<file path="config.mk">
export PLATFORM = sky130hd
export DESIGN_NAME = plot_scheduler
export DESIGN_NICKNAME = d
export VERILOG_FILES = /design/src/rtl/tron_pkg.sv /design/src/rtl/rr_pick.sv /design/src/rtl/plot_scheduler.sv
export SDC_FILE = /design/constraint.sdc
export NUM_CORES = 1
export LEC_CHECK = 0
export ABC_AREA = 1
export BUFFER_PORTS_ARGS = -buffer_cell sky130_fd_sc_hd__buf_2
export CORE_UTILIZATION = 50
export CTS_CLUSTER_SIZE = 30
export DETAILED_ROUTE_END_ITERATION = 7
export GPL_TIMING_DRIVEN = 0
export PLACE_DENSITY = 0.77
export SLEW_MARGIN = 20
export SYNTH_ARGS = -nofsm -noshare
export SYNTH_HDL_FRONTEND = slang
export SYNTH_SLANG_ARGS = --single-unit
</file>
<file path="constraint.sdc">
create_clock -name CLOCK_50 -period 8.18 [get_ports CLOCK_50]
set_input_delay 1.636 -clock CLOCK_50 [delete_from_list [all_inputs] [get_ports CLOCK_50]]
set_output_delay 1.636 -clock CLOCK_50 [all_outputs]
set_load 0.005 [all_outputs]
</file>
<file path="src/rtl/tron_pkg.sv">
// Shared constants for the game display path: screen bounds, requester slots,
// sprite colours and the plot scheduler state encoding.
package tron_pkg;

   localparam int SCR_X_MAX = 159;
   localparam int SCR_Y_MAX = 119;

   localparam int REQ_P1    = 0;
   localparam int REQ_P2    = 1;
   localparam int REQ_P3    = 2;
   localparam int REQ_P4    = 3;
   localparam int REQ_TIMER = 4;
   localparam int N_REQ_ALL = 5;

   localparam logic [2:0] COL_P1    = 3'b001;
   localparam logic [2:0] COL_P2    = 3'b010;
   localparam logic [2:0] COL_P3    = 3'b100;
   localparam logic [2:0] COL_P4    = 3'b110;
   localparam logic [2:0] COL_TIMER = 3'b111;

   typedef enum logic {
      CLEAR = 1'b0,
      ARB   = 1'b1
   } sched_state_t;

endpackage

</file>
<file path="src/rtl/rr_pick.sv">
// Round-robin picker: first eligible requester at or after ptr, wrapping.
module rr_pick
   import tron_pkg::*;
#(
   parameter int N_REQ = N_REQ_ALL,
   parameter int IW    = $clog2(N_REQ)
) (
   input  logic [N_REQ-1:0] elig,
   input  logic [IW-1:0]    ptr,
   output logic [N_REQ-1:0] win_oh,
   output logic [IW-1:0]    win_idx,
   output logic             any
);

   logic [IW-1:0] cand;

   // Scan N_REQ candidates starting at ptr; the first hit wins.
   always_comb begin
      win_oh  = '0;
      win_idx = '0;
      any     = 1'b0;
      cand    = '0;
      for (int k = 0; k < N_REQ; k++) begin
         cand = IW'((int'(ptr) + k) % N_REQ);
         if (!any && elig[cand]) begin
            any          = 1'b1;
            win_idx      = cand;
            win_oh[cand] = 1'b1;
         end
      end
   end

endmodule

</file>
<file path="src/rtl/plot_scheduler.sv">
// Shares the vga_adapter write port between pixel requesters and runs a
// full-screen clear sweep after reset or on request.
//
// state | meaning
// CLEAR | sweeping every pixel to CLEAR_COLOUR, requests ignored
// ARB   | round-robin grant of one requester pixel per cycle
module plot_scheduler
   import tron_pkg::*;
#(
   parameter int         N_REQ        = N_REQ_ALL,
   parameter logic [2:0] CLEAR_COLOUR = 3'b000,
   parameter int         X_MAX        = SCR_X_MAX,
   parameter int         Y_MAX        = SCR_Y_MAX
) (
   input  logic               CLOCK_50,
   input  logic               resetn,
   input  logic               clear_start,
   input  logic [N_REQ-1:0]   req,
   input  logic [8*N_REQ-1:0] req_x,
   input  logic [7*N_REQ-1:0] req_y,
   input  logic [3*N_REQ-1:0] req_colour,
   output logic [N_REQ-1:0]   gnt,
   output logic [7:0]         x,
   output logic [6:0]         y,
   output logic [2:0]         colour,
   output logic               plot,
   output logic               clearing
);

   localparam int         IW     = $clog2(N_REQ);
   localparam logic [7:0] X_LAST = 8'(X_MAX);
   localparam logic [6:0] Y_LAST = 7'(Y_MAX);

   sched_state_t     state_q, state_d;
   logic [7:0]       cx_q, cx_d;
   logic [6:0]       cy_q, cy_d;
   logic [IW-1:0]    ptr_q, ptr_d;
   logic [7:0]       x_q, x_d;
   logic [6:0]       y_q, y_d;
   logic [2:0]       colour_q, colour_d;
   logic             plot_q, plot_d;
   logic [N_REQ-1:0] gnt_q, gnt_d;

   logic [7:0]       rx [N_REQ];
   logic [6:0]       ry [N_REQ];
   logic [2:0]       rc [N_REQ];
   logic [N_REQ-1:0] elig;
   logic [N_REQ-1:0] win_oh;
   logic [IW-1:0]    win_idx;
   logic             any;

   // Split the flat requester buses into per-requester fields.
   always_comb begin
      for (int i = 0; i < N_REQ; i++) begin
         rx[i] = req_x[8*i +: 8];
         ry[i] = req_y[7*i +: 7];
         rc[i] = req_colour[3*i +: 3];
      end
   end

   // gnt_q is the requester granted on the previous edge; it may still be
   // holding req high, so it sits out this round.
   assign elig = req & ~gnt_q;

   rr_pick #(.N_REQ(N_REQ), .IW(IW)) u_pick (
      .elig    (elig),
      .ptr     (ptr_q),
      .win_oh  (win_oh),
      .win_idx (win_idx),
      .any     (any)
   );

   // Next-state and next-output logic for the sweep and the arbiter.
   always_comb begin
      state_d  = state_q;
      cx_d     = cx_q;
      cy_d     = cy_q;
      ptr_d    = ptr_q;
      x_d      = x_q;
      y_d      = y_q;
      colour_d = colour_q;
      plot_d   = 1'b0;
      gnt_d    = '0;
      case (state_q)
         CLEAR: begin
            x_d      = cx_q;
            y_d      = cy_q;
            colour_d = CLEAR_COLOUR;
            plot_d   = 1'b1;
            if (cx_q == X_LAST) begin
               cx_d = '0;
               if (cy_q == Y_LAST) begin
                  cy_d    = '0;
                  state_d = ARB;
               end else begin
                  cy_d = cy_q + 1'b1;
               end
            end else begin
               cx_d = cx_q + 1'b1;
            end
         end
         ARB: begin
            if (clear_start) begin
               state_d = CLEAR;
               cx_d    = '0;
               cy_d    = '0;
            end else if (any) begin
               x_d      = rx[win_idx];
               y_d      = ry[win_idx];
               colour_d = rc[win_idx];
               gnt_d    = win_oh;
               // Off-screen pixels are consumed but never written.
               plot_d   = (rx[win_idx] <= X_LAST) && (ry[win_idx] <= Y_LAST);
               ptr_d    = (win_idx == IW'(N_REQ - 1)) ? '0 : win_idx + 1'b1;
            end
         end
         default: state_d = CLEAR;
      endcase
   end

   // State, counters and registered adapter outputs.
   always_ff @(posedge CLOCK_50 or negedge resetn) begin
      if (!resetn) begin
         state_q  <= CLEAR;
         cx_q     <= '0;
         cy_q     <= '0;
         ptr_q    <= '0;
         x_q      <= '0;
         y_q      <= '0;
         colour_q <= '0;
         plot_q   <= 1'b0;
         gnt_q    <= '0;
      end else begin
         state_q  <= state_d;
         cx_q     <= cx_d;
         cy_q     <= cy_d;
         ptr_q    <= ptr_d;
         x_q      <= x_d;
         y_q      <= y_d;
         colour_q <= colour_d;
         plot_q   <= plot_d;
         gnt_q    <= gnt_d;
      end
   end

   assign gnt      = gnt_q;
   assign x        = x_q;
   assign y        = y_q;
   assign colour   = colour_q;
   assign plot     = plot_q;
   assign clearing = (state_q == CLEAR);

endmodule

</file>
# Word-level counts from Yosys, hierarchy flattened
# Cells that the tools add are included.
[totals]
inputBits = 98
reg_bits = 43
elab_cells = 138
[classes]
n_addsub = 7
muxes = 71
n_bitwise = 9
magnitude_cmp = 13
n_reduce_logical = 17
n_eq_ne = 7
div_mod_pow = 5
[ops]
columns = ["cell", "n"]
rows = [
  ["$mod 32x4->32 const B", 4],
  ["$mux 7", 7],
  ["$mux 8", 6],
  ["$mux 5", 8],
  ["$mod 4x4->32 const B", 1],
  ["$pmux 8 s2", 2],
  ["$mux 3", 10],
  ["$pmux 7 s2", 2],
  ["$bmux 8 s3", 1],
  ["$bmux 7 s3", 1],
  ["$lt 3x4->1 const B", 5],
  ["$mux 1", 20],
  ["$or 5x5->5", 4],
  ["$bmux 1 s3", 5],
  ["$demux 1 s3", 5],
  ["$ge 3x1->1 const B", 5],
  ["$logic_and 1x1->1", 10],
  ["$bmux 3 s3", 1],
  ["$add 3x2->4 const B", 2],
  ["$add 8x1->8 const B", 1],
  ["$eq 8x8->1 const B", 1],
  ["$le 8x8->1 const B", 1],
  ["$add 7x1->7 const B", 1],
  ["$eq 7x7->1 const B", 1],
  ["other kinds (17)", 25],
]

# Longest topological paths before layout
[depth]
word_depth = 26
depth_mapped = 37
mapped_depth_nobuf = 35

# Cells and area by module
# A second synthesis with hierarchy kept.
[hier_totals]
cells_unflattened = 692
hier_area_um2 = 4503.1
[modules_own_cells]
columns = ["module", "cells_each", "instances", "seq_area_each_um2", "area_each_um2"]
rows = [
  ["plot_scheduler", 407, 1, 1076.0, 2889.0],
  ["rr_pick", 285, 1, 0.0, 1614.0],
]

# Worst setup path after synthesis
# OpenSTA, ideal clock, no wires.
[synth_timing]
path_type = "register to register"
from = "register ptr_q[0]"
to = "register ptr_q[2]"
path_stages_with_launch = 32
path_slack_ns = 4.193
n_path_buf = 3
t_arrival_ns = 3.904
setup_time_ns = 0.082
cell_sequence = "dfrtp_1 buf_4 inv_2 ha_1 inv_1 ha_1 inv_1 ha_1 inv_1 ha_1 inv_1 nand2_1 a22oi_1 nand2_1 nand2_1 nand2_2 inv_2 nand2_1 a21oi_1 nor2_4 nor2_4 nand2_4 inv_2 nand2_1 nand2_1 inv_2 buf_4 buf_6 ha_1 nand2_1 nand2_1 o22ai_1"
[synth_via]
elab_chain_cells = 18
[synth_rtl]
columns = ["element", "line_no", "source"]
rows = [
  ["from (decl)", "plot_scheduler.sv:37", "logic [IW-1:0] ptr_q, ptr_d;"],
  ["from (signal assigned)", "plot_scheduler.sv:137", "ptr_q <= ptr_d;"],
  ["branches (longest 18 deep; another with $mod 32x4->32)", "--", ""],
]
# Several ways; the timed one is not identified. The select of a mux whose other input is x is not followed.
# A chain may end at the register's enable or synchronous reset.

# Worst setup path after layout
# Same ends and word-level chain as after synthesis.

==> metrics.yaml <==
ios: 123
wl_met2_um: 5660
area_growth_pct: 20.3
tightest_slew_ns: 0.935
num_vias: 4953
syn_nets: 784
cts_tree: "built"
ctsResizeCount: 0
slew_headroom: 0.376
outcome: "finished clean"
synthCells: 667
hold_viol: 0
synth-edff-count: 0
layout_commonest_cell: "nand2_1"
num-fill-cells: 802
fin_skew_ns: 0.00869
fin_nets: 913
die_area_sq_um: 8800
synthArstFlopShare: 1.00
final_cell_mix: "nand2_1 (220), buf_2 (130), nand3_1 (101)"
yosysUniqueCellTypes: 44
cts_buffers: 5
n_antenna_cell: 0
cp-end-kind: "register"
met3_length_um: 796
final_util: 0.620
rows: 33
post_cts_buffers: 0
initial_core_util: 0.515
cpPeakStageDelay_ns: 0.48
grt_usage: 0.291
yosysWarnings: 0
grt_pass1_vias: 4375
critPathTopFamily: "buffers and inverters"
setup_violations: 0
die_h_um: 93.8
cts_root_buf: "clkbuf_8"
layout-drive-gt1-share: 0.233
crit_required_ns: 8.40
grt_overflow: 0
htreeDepth: 2
antenna_found_initial: 0
cap_violations: 0
syn_area_per_cell_sq_um: 6.32
wire_per_inst_um: 14.0
hpwl_um: 10200
ys_seq_elements: 43
min_period_ns: 4.79
setup.worst_path.class: "reg2reg"
hold_buffers: 0
highest_layer: "met4"
die_w_um: 93.8
clk_pin_slew_ns: 0.09
clock_latency_ns: 0.30
cp_num_buf_inv: 11
viasPerCell: 5.49
clk_path_buf_depth: 2
crit_top_cell: "nand2_1"
seq_area_frac_synth: 0.255
gp_congestion: 0.913
grt_pass1_wl_um: 20500
fin_tns_setup_ns: 0
startpoint_type: "register"
routed_wl_um: 12700
path_max_fanout: 10
fin_crit_sh: 0.585
grt_max_degree: 44
arrival_ns: 5.01
hold_class: "reg2reg"
drt-met1-wl_um: 5960
rsz0062_at_grt: "false"
cts.sinks: 43
drv_slew: 0
core_region_area_sq_um: 8180
drc_errors: 0
io_buffer_count: 122
postRouteAntennaNets: 0
drt_iter0_drc: 268
dr.pass1.iters: 7
synth_flop_cell: "dfrtp_1"
syn_area_sq_um: 4210
slowest_stage: "dfrtp_1"
fmax_ghz: 0.209
path summary, 6_finish.rpt:
| kind | from | slack (ns) | end | cells past startpoint |
|---|---|---|---|---|
| worst max-delay path | ptr_q[0] | 3.39 | ptr_q[2] | 31 |
| worst min-delay path | colour[1] | 0.50 | colour[1] | 2 |
| worst max register to register | ptr_q[0] | 3.39 | ptr_q[2] | 31 |
| worst min register to register | colour[1] | 0.50 | colour[1] | 2 |
| max in group asynchronous | resetn | 6.12 | colour[0] | 1 |
| min in group asynchronous | resetn | 1.48 | cy_q[4] | 1 |
tightest hold or removal path: stages (launching register included):
cell and delay [ns]:
dfrtp_1 0.34, nand2_1 0.05, o21ai_1 0.07
registers in the layout, indices dropped and copies added (netlist names):
name     count
colour       3
cx_q         8
cy_q         7
gnt          5
plot         1
ptr_q        3
state_q      1
x            8
y            7
metal layers:
metal	up-vias	global-route usage
met5	-	0
met4	0	0.0846
met3	24	0.0332
met2	239	0.462
met1	2220	0.415
li1	2470	-
cell usage after synthesis, drive strengths merged, types with 5 or more instances:
| master | number | share of area |
|---|---|---|
| a21oi | 22 | 0.026 |
| a22oi | 16 | 0.029 |
| a31oi | 6 | 0.012 |
| buf | 18 | 0.030 |
| clkbuf | 5 | 0.0045 |
| dfrtp | 43 | 0.26 |
| ha | 19 | 0.056 |
| inv | 69 | 0.061 |
| nand2 | 233 | 0.22 |
| nand3 | 105 | 0.13 |
| nand4 | 5 | 0.0074 |
| nor2 | 42 | 0.045 |
| nor3 | 9 | 0.011 |
| o21ai | 39 | 0.046 |
| o22ai | 6 | 0.0089 |
| xor2 | 6 | 0.014 |
cell type report:
class	instances	area [sq um]	area share
plain buffers	23	145	0.0286
clock buffers	5	68.8	0.0136
clock inverters	3	43.8	0.00864
inverters	72	270	0.0533
multi-input cells	529	2720	0.537
flip-flops and latches	43	1080	0.212
well taps	105	131	0.0259
repair buffers	122	611	0.120
kinds of logic after synthesis:
group / synth area share
buffers and inverters: 0.0986
xor gates and xnor gates: 0.0184
DFF: 0.255
and+or+nand+nor: 0.419
adders and majority gates: 0.0564
AOI/OAI and AO/OA: 0.152
metrics by stage:
step           instances  hold WS [ns]  setup slack, ns  area, sq um
4_1_cts              902         0.498             3.46         5070
2_1_floorplan        667         0.470             4.19         4210
6_report             902         0.496             3.39         5070
3_3_place_gp         894         0.470             3.64         4950
5_1_grt              902         0.527             3.00         5070
3_5_place_dp         894         0.479             3.49         4950
Power is not shown: default switching activity piles up to over one toggle a cycle in this logic, so the estimate is an artifact.
